<file path="config.mk">
export PLATFORM = sky130hd
export DESIGN_NAME = chebyii_coef_loader
export DESIGN_NICKNAME = d
export VERILOG_FILES = /design/src/rtl/chebyii_pkg.sv /design/src/rtl/chebyii_coef_bank.sv /design/src/rtl/chebyii_coef_loader.sv
export SDC_FILE = /design/constraint.sdc
export NUM_CORES = 1
export LEC_CHECK = 0
export BUFFER_PORTS_ARGS = -buffer_cell sky130_fd_sc_hd__buf_2
export CAP_MARGIN = 0
export CELL_PAD_IN_SITES_DETAIL_PLACEMENT = 2
export CELL_PAD_IN_SITES_GLOBAL_PLACEMENT = 2
export CORE_MARGIN = 2
export CORE_UTILIZATION = 40
export DETAILED_ROUTE_END_ITERATION = 10
export PLACE_DENSITY_LB_ADDON = 0.25
export SLEW_MARGIN = 20
export SYNTH_ARGS = -nofsm -noshare
export SYNTH_HDL_FRONTEND = slang
export SYNTH_SLANG_ARGS = --single-unit
</file>
<file path="constraint.sdc">
create_clock -name i_clk -period 2.6 [get_ports i_clk]
set_input_delay 0.13 -clock i_clk [delete_from_list [all_inputs] [get_ports i_clk]]
set_output_delay 0.13 -clock i_clk [all_outputs]
set_load 0.005 [all_outputs]
</file>
<file path="src/rtl/chebyii_pkg.sv">
// Shared constants, coefficient index helpers and commit FSM states for the
// Chebyshev-II biquad coefficient loader.
package chebyii_pkg;

  localparam int COEF_W = 16;
  localparam int N_SOS  = 3;
  localparam int N_COEF = 5 * N_SOS;

  localparam int K_B0 = 0;
  localparam int K_B1 = 1;
  localparam int K_B2 = 2;
  localparam int K_A1 = 3;
  localparam int K_A2 = 4;

  localparam logic [3:0] ADDR_RSVD = 4'd15;

  typedef enum logic [1:0] {
    IDLE    = 2'd0,
    PENDING = 2'd1,
    COPY    = 2'd2
  } state_t;

  function automatic logic [3:0] coef_idx(input int sos, input int k);
    return 4'(5 * sos + k);
  endfunction

endpackage

</file>
<file path="src/rtl/chebyii_coef_bank.sv">
// Shadow coefficient array: single write port, registered readback and a
// flat parallel view used by the active-bank load.
module chebyii_coef_bank #(
  parameter int           W        = 16,
  parameter logic [W-1:0] RESET_B0 = 16'h4000
) (
  input  logic                               i_clk,
  input  logic                               i_rst_n,
  input  logic                               i_we,
  input  logic [3:0]                         i_waddr,
  input  logic [W-1:0]                       i_wdata,
  input  logic [3:0]                         i_raddr,
  output logic [W-1:0]                       o_rd_data,
  output logic [chebyii_pkg::N_COEF*W-1:0]   o_shadow
);
  import chebyii_pkg::*;

  logic [W-1:0] r_mem [N_COEF];
  logic [W-1:0] r_rd_data;

  // Readback samples the pre-write value when reading the entry being written.
  always_ff @(posedge i_clk or negedge i_rst_n) begin
    if (!i_rst_n) begin
      for (int i = 0; i < N_COEF; i++)
        r_mem[i] <= ((i % 5) == K_B0) ? RESET_B0 : '0;
      r_rd_data <= '0;
    end else begin
      if (i_we && (i_waddr < 4'(N_COEF)))
        r_mem[i_waddr] <= i_wdata;
      r_rd_data <= (i_raddr < 4'(N_COEF)) ? r_mem[i_raddr] : '0;
    end
  end

  assign o_rd_data = r_rd_data;

  for (genvar g = 0; g < N_COEF; g++) begin : g_flat
    assign o_shadow[g*W +: W] = r_mem[g];
  end

endmodule

</file>
<file path="src/rtl/chebyii_coef_loader.sv">
// Coefficient loader: shadow bank writes, sample-aligned commit into the
// active bank that feeds the biquad cascade.
module chebyii_coef_loader #(
  parameter int                COEF_W   = chebyii_pkg::COEF_W,
  parameter logic [COEF_W-1:0] RESET_B0 = 16'h4000
) (
  input  logic                                   i_clk,
  input  logic                                   i_rst_n,
  input  logic                                   i_wr_valid,
  output logic                                   o_wr_ready,
  input  logic [3:0]                             i_wr_addr,
  input  logic [COEF_W-1:0]                      i_wr_data,
  input  logic                                   i_commit,
  input  logic                                   i_sample_tick,
  input  logic [3:0]                             i_rd_addr,
  output logic [COEF_W-1:0]                      o_rd_data,
  output logic                                   o_busy,
  output logic                                   o_done,
  output logic                                   o_err,
  output logic [chebyii_pkg::N_COEF*COEF_W-1:0]  o_coef
);
  import chebyii_pkg::*;

  state_t                    r_state, w_next;
  logic                      r_wr_ready, r_busy, r_done, r_err;
  logic [COEF_W-1:0]         r_active [N_COEF];
  logic [N_COEF*COEF_W-1:0]  w_shadow;
  logic                      w_accept;

  assign w_accept = i_wr_valid & r_wr_ready;

  chebyii_coef_bank #(.W(COEF_W), .RESET_B0(RESET_B0)) u_bank (
    .i_clk     (i_clk),
    .i_rst_n   (i_rst_n),
    .i_we      (w_accept),
    .i_waddr   (i_wr_addr),
    .i_wdata   (i_wr_data),
    .i_raddr   (i_rd_addr),
    .o_rd_data (o_rd_data),
    .o_shadow  (w_shadow)
  );

  always_comb begin
    w_next = r_state;
    case (r_state)
      IDLE:    if (i_commit)      w_next = PENDING;
      PENDING: if (i_sample_tick) w_next = COPY;
      COPY:                       w_next = IDLE;
      default:                    w_next = IDLE;
    endcase
  end

  always_ff @(posedge i_clk or negedge i_rst_n) begin
    if (!i_rst_n) r_state <= IDLE;
    else          r_state <= w_next;
  end

  // Handshake/status flags are registered from the next state so they line up
  // with the state they describe without any input-to-output path.
  always_ff @(posedge i_clk or negedge i_rst_n) begin
    if (!i_rst_n) begin
      r_wr_ready <= 1'b1;
      r_busy     <= 1'b0;
      r_done     <= 1'b0;
      r_err      <= 1'b0;
      for (int i = 0; i < N_COEF; i++)
        r_active[i] <= ((i % 5) == K_B0) ? RESET_B0 : '0;
    end else begin
      r_wr_ready <= (w_next == IDLE);
      r_busy     <= (w_next != IDLE);
      r_done     <= (r_state == COPY);
      r_err      <= r_err | (w_accept & (i_wr_addr == ADDR_RSVD));
      if (r_state == COPY)
        for (int i = 0; i < N_COEF; i++)
          r_active[i] <= w_shadow[i*COEF_W +: COEF_W];
    end
  end

  assign o_wr_ready = r_wr_ready;
  assign o_busy     = r_busy;
  assign o_done     = r_done;
  assign o_err      = r_err;

  for (genvar g = 0; g < N_COEF; g++) begin : g_coef
    assign o_coef[g*COEF_W +: COEF_W] = r_active[g];
  end

endmodule

</file>
======== Word level (Yosys, flattened, before mapping) ========
Cells that the tools add are included.
W data, S select, Z words.
word-level totals
  memories kept ........................... 0
  memory bits (read-only) ................. 0
  output and inout port bits .............. 260
  input port bits ......................... 29
  bits in writable memories ............... 0
  register bits after elaboration ......... 502
  bits in latches ......................... 0
  logic and storage cells ................. 64
cells by class
  bitwise operators ....................... 5
  reductions and logical operators ........ 5
  order comparisons ....................... 5
  add/subtract/negate cells ............... 0
  mux-type cells .......................... 10
  $mul .................................... 0
  equal/unequal tests ..................... 3
  shifts and indexed selects .............. 0
  div/mod/pow operators ................... 0
operators by type and width
  operator              number
  $bwmux W240           1
  $bmux W16 S4          1
  $demux W16 S4         1
  $mux W16              4
  $ge A5 B5 Y1 const B  2
  $not A4 Y5            2
  $lt A4 B4 Y1 const B  2
  $lt A5 B1 Y1 const B  1
  $eq A4 B4 Y1 const B  1
  $logic_not A2 Y1      2
  $mux W2               2
  $pmux W2 S2           1
  $and A1 B1 Y1         2
  $eq A2 B1 Y1 const B  1
  $eq A2 B2 Y1 const B  1
  $logic_and A1 B1 Y1   2
  $reduce_bool A2 Y1    1
  $or A1 B1 Y1          1

======== Logic depth before layout (Yosys ltp) ========
  depth in word-level cells ............... 6
  mapped depth ............................ 7
  gate-level depth less buffers ........... 4

======== Modules after synthesis ========
A second synthesis with hierarchy kept.
unflattened totals
  cells, all modules ...................... 1246
  area total of the unflattened synthesis .. 21672.0 µm²
by module, submodules not included
  module               cells an instance  area each (µm²)  seq. area each (µm²)  instances
  chebyii_coef_bank    724                11577.4          6409.9                1
  chebyii_coef_loader  522                10094.7          6160.9                1

======== Worst setup path after synthesis ========
Ideal clock, no wire load.
  kind .................................... register to register
  start point ............................. register r_wr_ready, in the netlist o_wr_ready
  end point ............................... register u_bank.r_mem (netlist bit u_bank.o_shadow[213])
  clock period less this slack ............ 1.823 ns
  buffers on the path ..................... 1
  arrival time ............................ 1.698 ns
  cell stages (with the launch flop) ...... 5
  data required time ...................... 2.475 ns
  slack ................................... 0.777 ns
  library setup time ...................... 0.125 ns
  cell sequence ........................... dfstp_2 > nand4_1 > nor2_1 > buf_2 > mux2_2
between the ends
  longest elaborated chain between the ends .. 2
RTL lines
  element                        RTL line                   RTL
  start, declared                chebyii_coef_loader.sv:25  logic r_wr_ready, r_busy, r_done, r_err;
  start signal, assigned         chebyii_coef_loader.sv:69  r_wr_ready <= (w_next == IDLE);
  $and A1 B1 Y1                  chebyii_coef_loader.sv:30  assign w_accept = i_wr_valid & r_wr_ready;
  $logic_and A1 B1 Y1            chebyii_coef_bank.sv:28    if (i_we && (i_waddr < 4'(N_COEF)))
  end signal, assigned by index  chebyii_coef_bank.sv:25    r_mem[i] <= ((i % 5) == K_B0) ? RESET_B0 : '0;
  end signal, assigned by index  chebyii_coef_bank.sv:29    r_mem[i_waddr] <= i_wdata;
  end, declared                  chebyii_coef_bank.sv:18    logic [W-1:0] r_mem [N_COEF];
Every way passes these cells.
A chain may end at the register's enable or synchronous reset.

======== Final worst setup path ========
  start point ............................. register r_wr_ready, in the netlist o_wr_ready
  end point ............................... register r_err, in the netlist o_err
between the ends
  longest elaborated chain between the ends .. 3
RTL lines
  element               RTL line                   RTL
  $and A1 B1 Y1         chebyii_coef_loader.sv:30
  $and A1 B1 Y1         chebyii_coef_loader.sv:72  r_err <= r_err | (w_accept & (i_wr_addr == ADDR_RSVD));
  $or A1 B1 Y1          chebyii_coef_loader.sv:72
  end signal, assigned  chebyii_coef_loader.sv:72
  end, declared         chebyii_coef_loader.sv:25
Every way passes these cells.

==> results.sh <==
export IMPL_status="finished, final reports clean"
export IMPL_r2r_end="o_err$_DFF_PN0_"
export IMPL_cts_root_buf="clkbuf_16"
export IMPL_drive_above_1_share=0.346
export IMPL_p_sw_mw=9.25
export IMPL_synth_seq_area_share=0.613
export IMPL_die_area_um2=53100
export IMPL_drtAntennaViolNets=0
export IMPL_max_freq_mhz=427
export IMPL_cts_sinks=502
export IMPL_die_w_um=230
export IMPL_wirelength_mm=69.9
export IMPL_drt_pass1_iter_count=5
export IMPL_ff2ff_setup_slack_ps=260
export IMPL_track_usage=0.269
export IMPL_worstMarginPinSlew_ps=1060
export IMPL_vias=14600
export IMPL_netlist_instances=1752
export IMPL_final_setup_viol_count=0
export IMPL_ctsHoldBuffers=9
export IMPL_path_max_fanout=5
export IMPL_synth_nets=1781
export IMPL_synth_area_per_cell_um2=11.7
export IMPL_p_seq_frac=0.468
export IMPL_hpwlAfterDp_mm=47.1
export IMPL_synthDistinctLibCells=24
export IMPL_crit_type="reg -> reg"
export IMPL_clkSlewWorstSetupHoldPaths_ps=60
export IMPL_synth_area_um2=20500
export IMPL_area_growth_pct=20.8
export IMPL_p_leak_nw=13.0
export IMPL_r2r_cells=4
export IMPL_crit_path_end="o_err$_DFF_PN0_"
export IMPL_grt_max_degree=79
export IMPL_fillers=5021
export IMPL_max_cap_violations=0
export IMPL_pwr_density_cell_nw_per_um2=1130
export IMPL_cts_tree="built"
export IMPL_grt_pass1_wl_mm=107
export IMPL_clock_power_share=0.285
export IMPL_fp_coreArea_um2=50400
export IMPL_cts_max_path_buffers=3
export IMPL_ys_ff_latch=502
export IMPL_setup_tns_ps=0
export IMPL_cp_end_kind="flop"
export IMPL_cts_resized=0
export IMPL_sw_frac_of_total=0.331
export IMPL_final_max_slew_viol_count=0
export IMPL_cts_made_buffers=54
export IMPL_fin_crit_sh=0.900
export IMPL_setup_worst_path_start_class="flop"
export IMPL_htreeDepth=2
export IMPL_comb_power_share=0.247
export IMPL_crit_path_start="o_wr_ready$_DFF_PN1_"
export IMPL_total_power_mw=27.9
export IMPL_start_util=0.407
export IMPL_pin_count=289
export IMPL_drt_iter0_markers=860
export IMPL_rsz0062_at_grt="false"
export IMPL_finalHoldWorstSlack_ps=27.7
export IMPL_gp_congestion=0.828
export IMPL_routed_via_density=5.31
export IMPL_layout_nets=2062
export IMPL_place_area_um2=22800
export IMPL_placement_io_buffers=288
export IMPL_clock_latency_ps=600
export IMPL_min_path_type="in -> reg"
export IMPL_drc_errors=0
export IMPL_stdcell_area_um2=24800
export IMPL_routedWlPerCell_um=25.4
export IMPL_yosys_warnings=0
export IMPL_postCtsSetupBuffers=0
export IMPL_crit_arrival_ps=2870
export IMPL_slew_headroom=0.293
export IMPL_grt_antenna_before_repair=5
export IMPL_internal_power_mw=18.7
export IMPL_r2r_start="o_wr_ready$_DFF_PN1_"
export IMPL_hold_viol_final=0
export IMPL_grt_overflow=0
export IMPL_rows=82
export IMPL_layout_min_cycle_time_ps=2340
export IMPL_peakVddDrop_uv=515
export IMPL_fp_dieH_um=230
export IMPL_fin_skew_ps=11.6
export IMPL_required_ps=3130
export IMPL_grt_pass1_vias=16800
## flip-flops by register name, summed over array words and instances, names as in the netlist
name,count
o_busy,1
o_coef,240
o_done,1
o_err,1
o_wr_ready,1
r_state,2
u_bank.o_rd_data,16
u_bank.o_shadow,240
## area by class of cell
cell class,instances,area [um^2],area share
antenna,2,5.00,0.000202
clock buffer,86,1700,0.0684
inverter,3,16.3,0.000657
sequential,502,12600,0.508
clock inverter,12,138,0.00556
multi-input combinational,1136,7460,0.301
timing repair buffer,336,2040,0.0823
tap,672,841,0.0339
## power groups by stage
stage / Clock [mW] / Sequential, mW / Combinational, mW
2_1_floorplan: 0 / 12.3 / 3.47
3_3_place_gp: 0 / 13.0 / 6.48
3_5_place_dp: 0 / 13.1 / 6.87
4_1_cts: 8.13 / 13.1 / 7.09
5_1_grt: 8.42 / 13.4 / 7.67
6_report: 7.96 / 13.1 / 6.91
## critical path, stage by stage, from the launching register on
cell	delay (ps)
dfstp_2	570
nand4_1	230
dlygate4sd3_1	640
o21bai_1	190
dlygate4sd3_1	630
## stage by stage
step	std cells	util	setup WS [ps]
global route	2747	0.492	195
global placement	2640	0.453	499
detailed placement	2640	0.453	435
finish	2749	0.492	259
floorplan	1752	-	777
CTS	2747	0.492	404
## routing by layer
metal | global-route usage | vias up | share of wire
met5 | 0 | - | 0.00030
met4 | 0.113 | 4 | 0.043
met3 | 0.0351 | 145 | 0.040
met1 | 0.332 | 7758 | 0.40
li1 | - | 6311 | -
met2 | 0.476 | 390 | 0.52
## layout by cell type (no fill, tap or decap), types with 20 or more instances in the layout
master / instances
mux2i_1: 48
nand2b_1: 20
mux2_2: 240
buf_4: 25
clkbuf_16: 57
dfrtp_1: 495
mux4_2: 48
nand2_1: 723
buf_2: 285
## synthesized netlist by cell type (all sizes together)
library cell	number	area share
inv	3	0.00055
and4bb	1	0.00061
dfstp	7	0.0090
nor3	1	0.00049
o21bai	1	0.00037
nand2	723	0.13
mux4	48	0.053
or2	1	0.00031
nor2b	2	0.00061
nand4	1	0.00031
a22oi	16	0.0059
a21oi	1	0.00024
clkbuf	73	0.013
nand2b	21	0.0064
nand4b	2	0.00085
or3	2	0.00061
buf	38	0.010
mux2i	48	0.023
mux2	240	0.13
nor2	12	0.0022
dfrtp	495	0.60
o21ai	16	0.0039
## worst min path at each step
stage,startpoint,endpoint,slack [ps],depth (start not counted)
final,i_wr_data[4],u_bank.o_shadow[84]$_DFFE_PN0P_,30,2
after global routing,i_wr_data[4],u_bank.o_shadow[116]$_DFFE_PN0P_,30,2
after CTS,i_wr_data[4],u_bank.o_shadow[84]$_DFFE_PN0P_,4,2
after detailed placement,i_rst_n,o_coef[2]$_DFFE_PN0P_,190,1
after global placement,i_rst_n,o_coef[2]$_DFFE_PN0P_,190,1
after floorplan,i_rst_n,o_busy$_DFF_PN0_,-170,0
## kinds of logic after synthesis
logic type	after synthesis	synth area share
compound gates	34	0.0104
flops	502	0.613
mux	336	0.208
simple gates	766	0.145
buf+inv	114	0.0242
No activity file was read; power rests on OpenSTA's default activity.
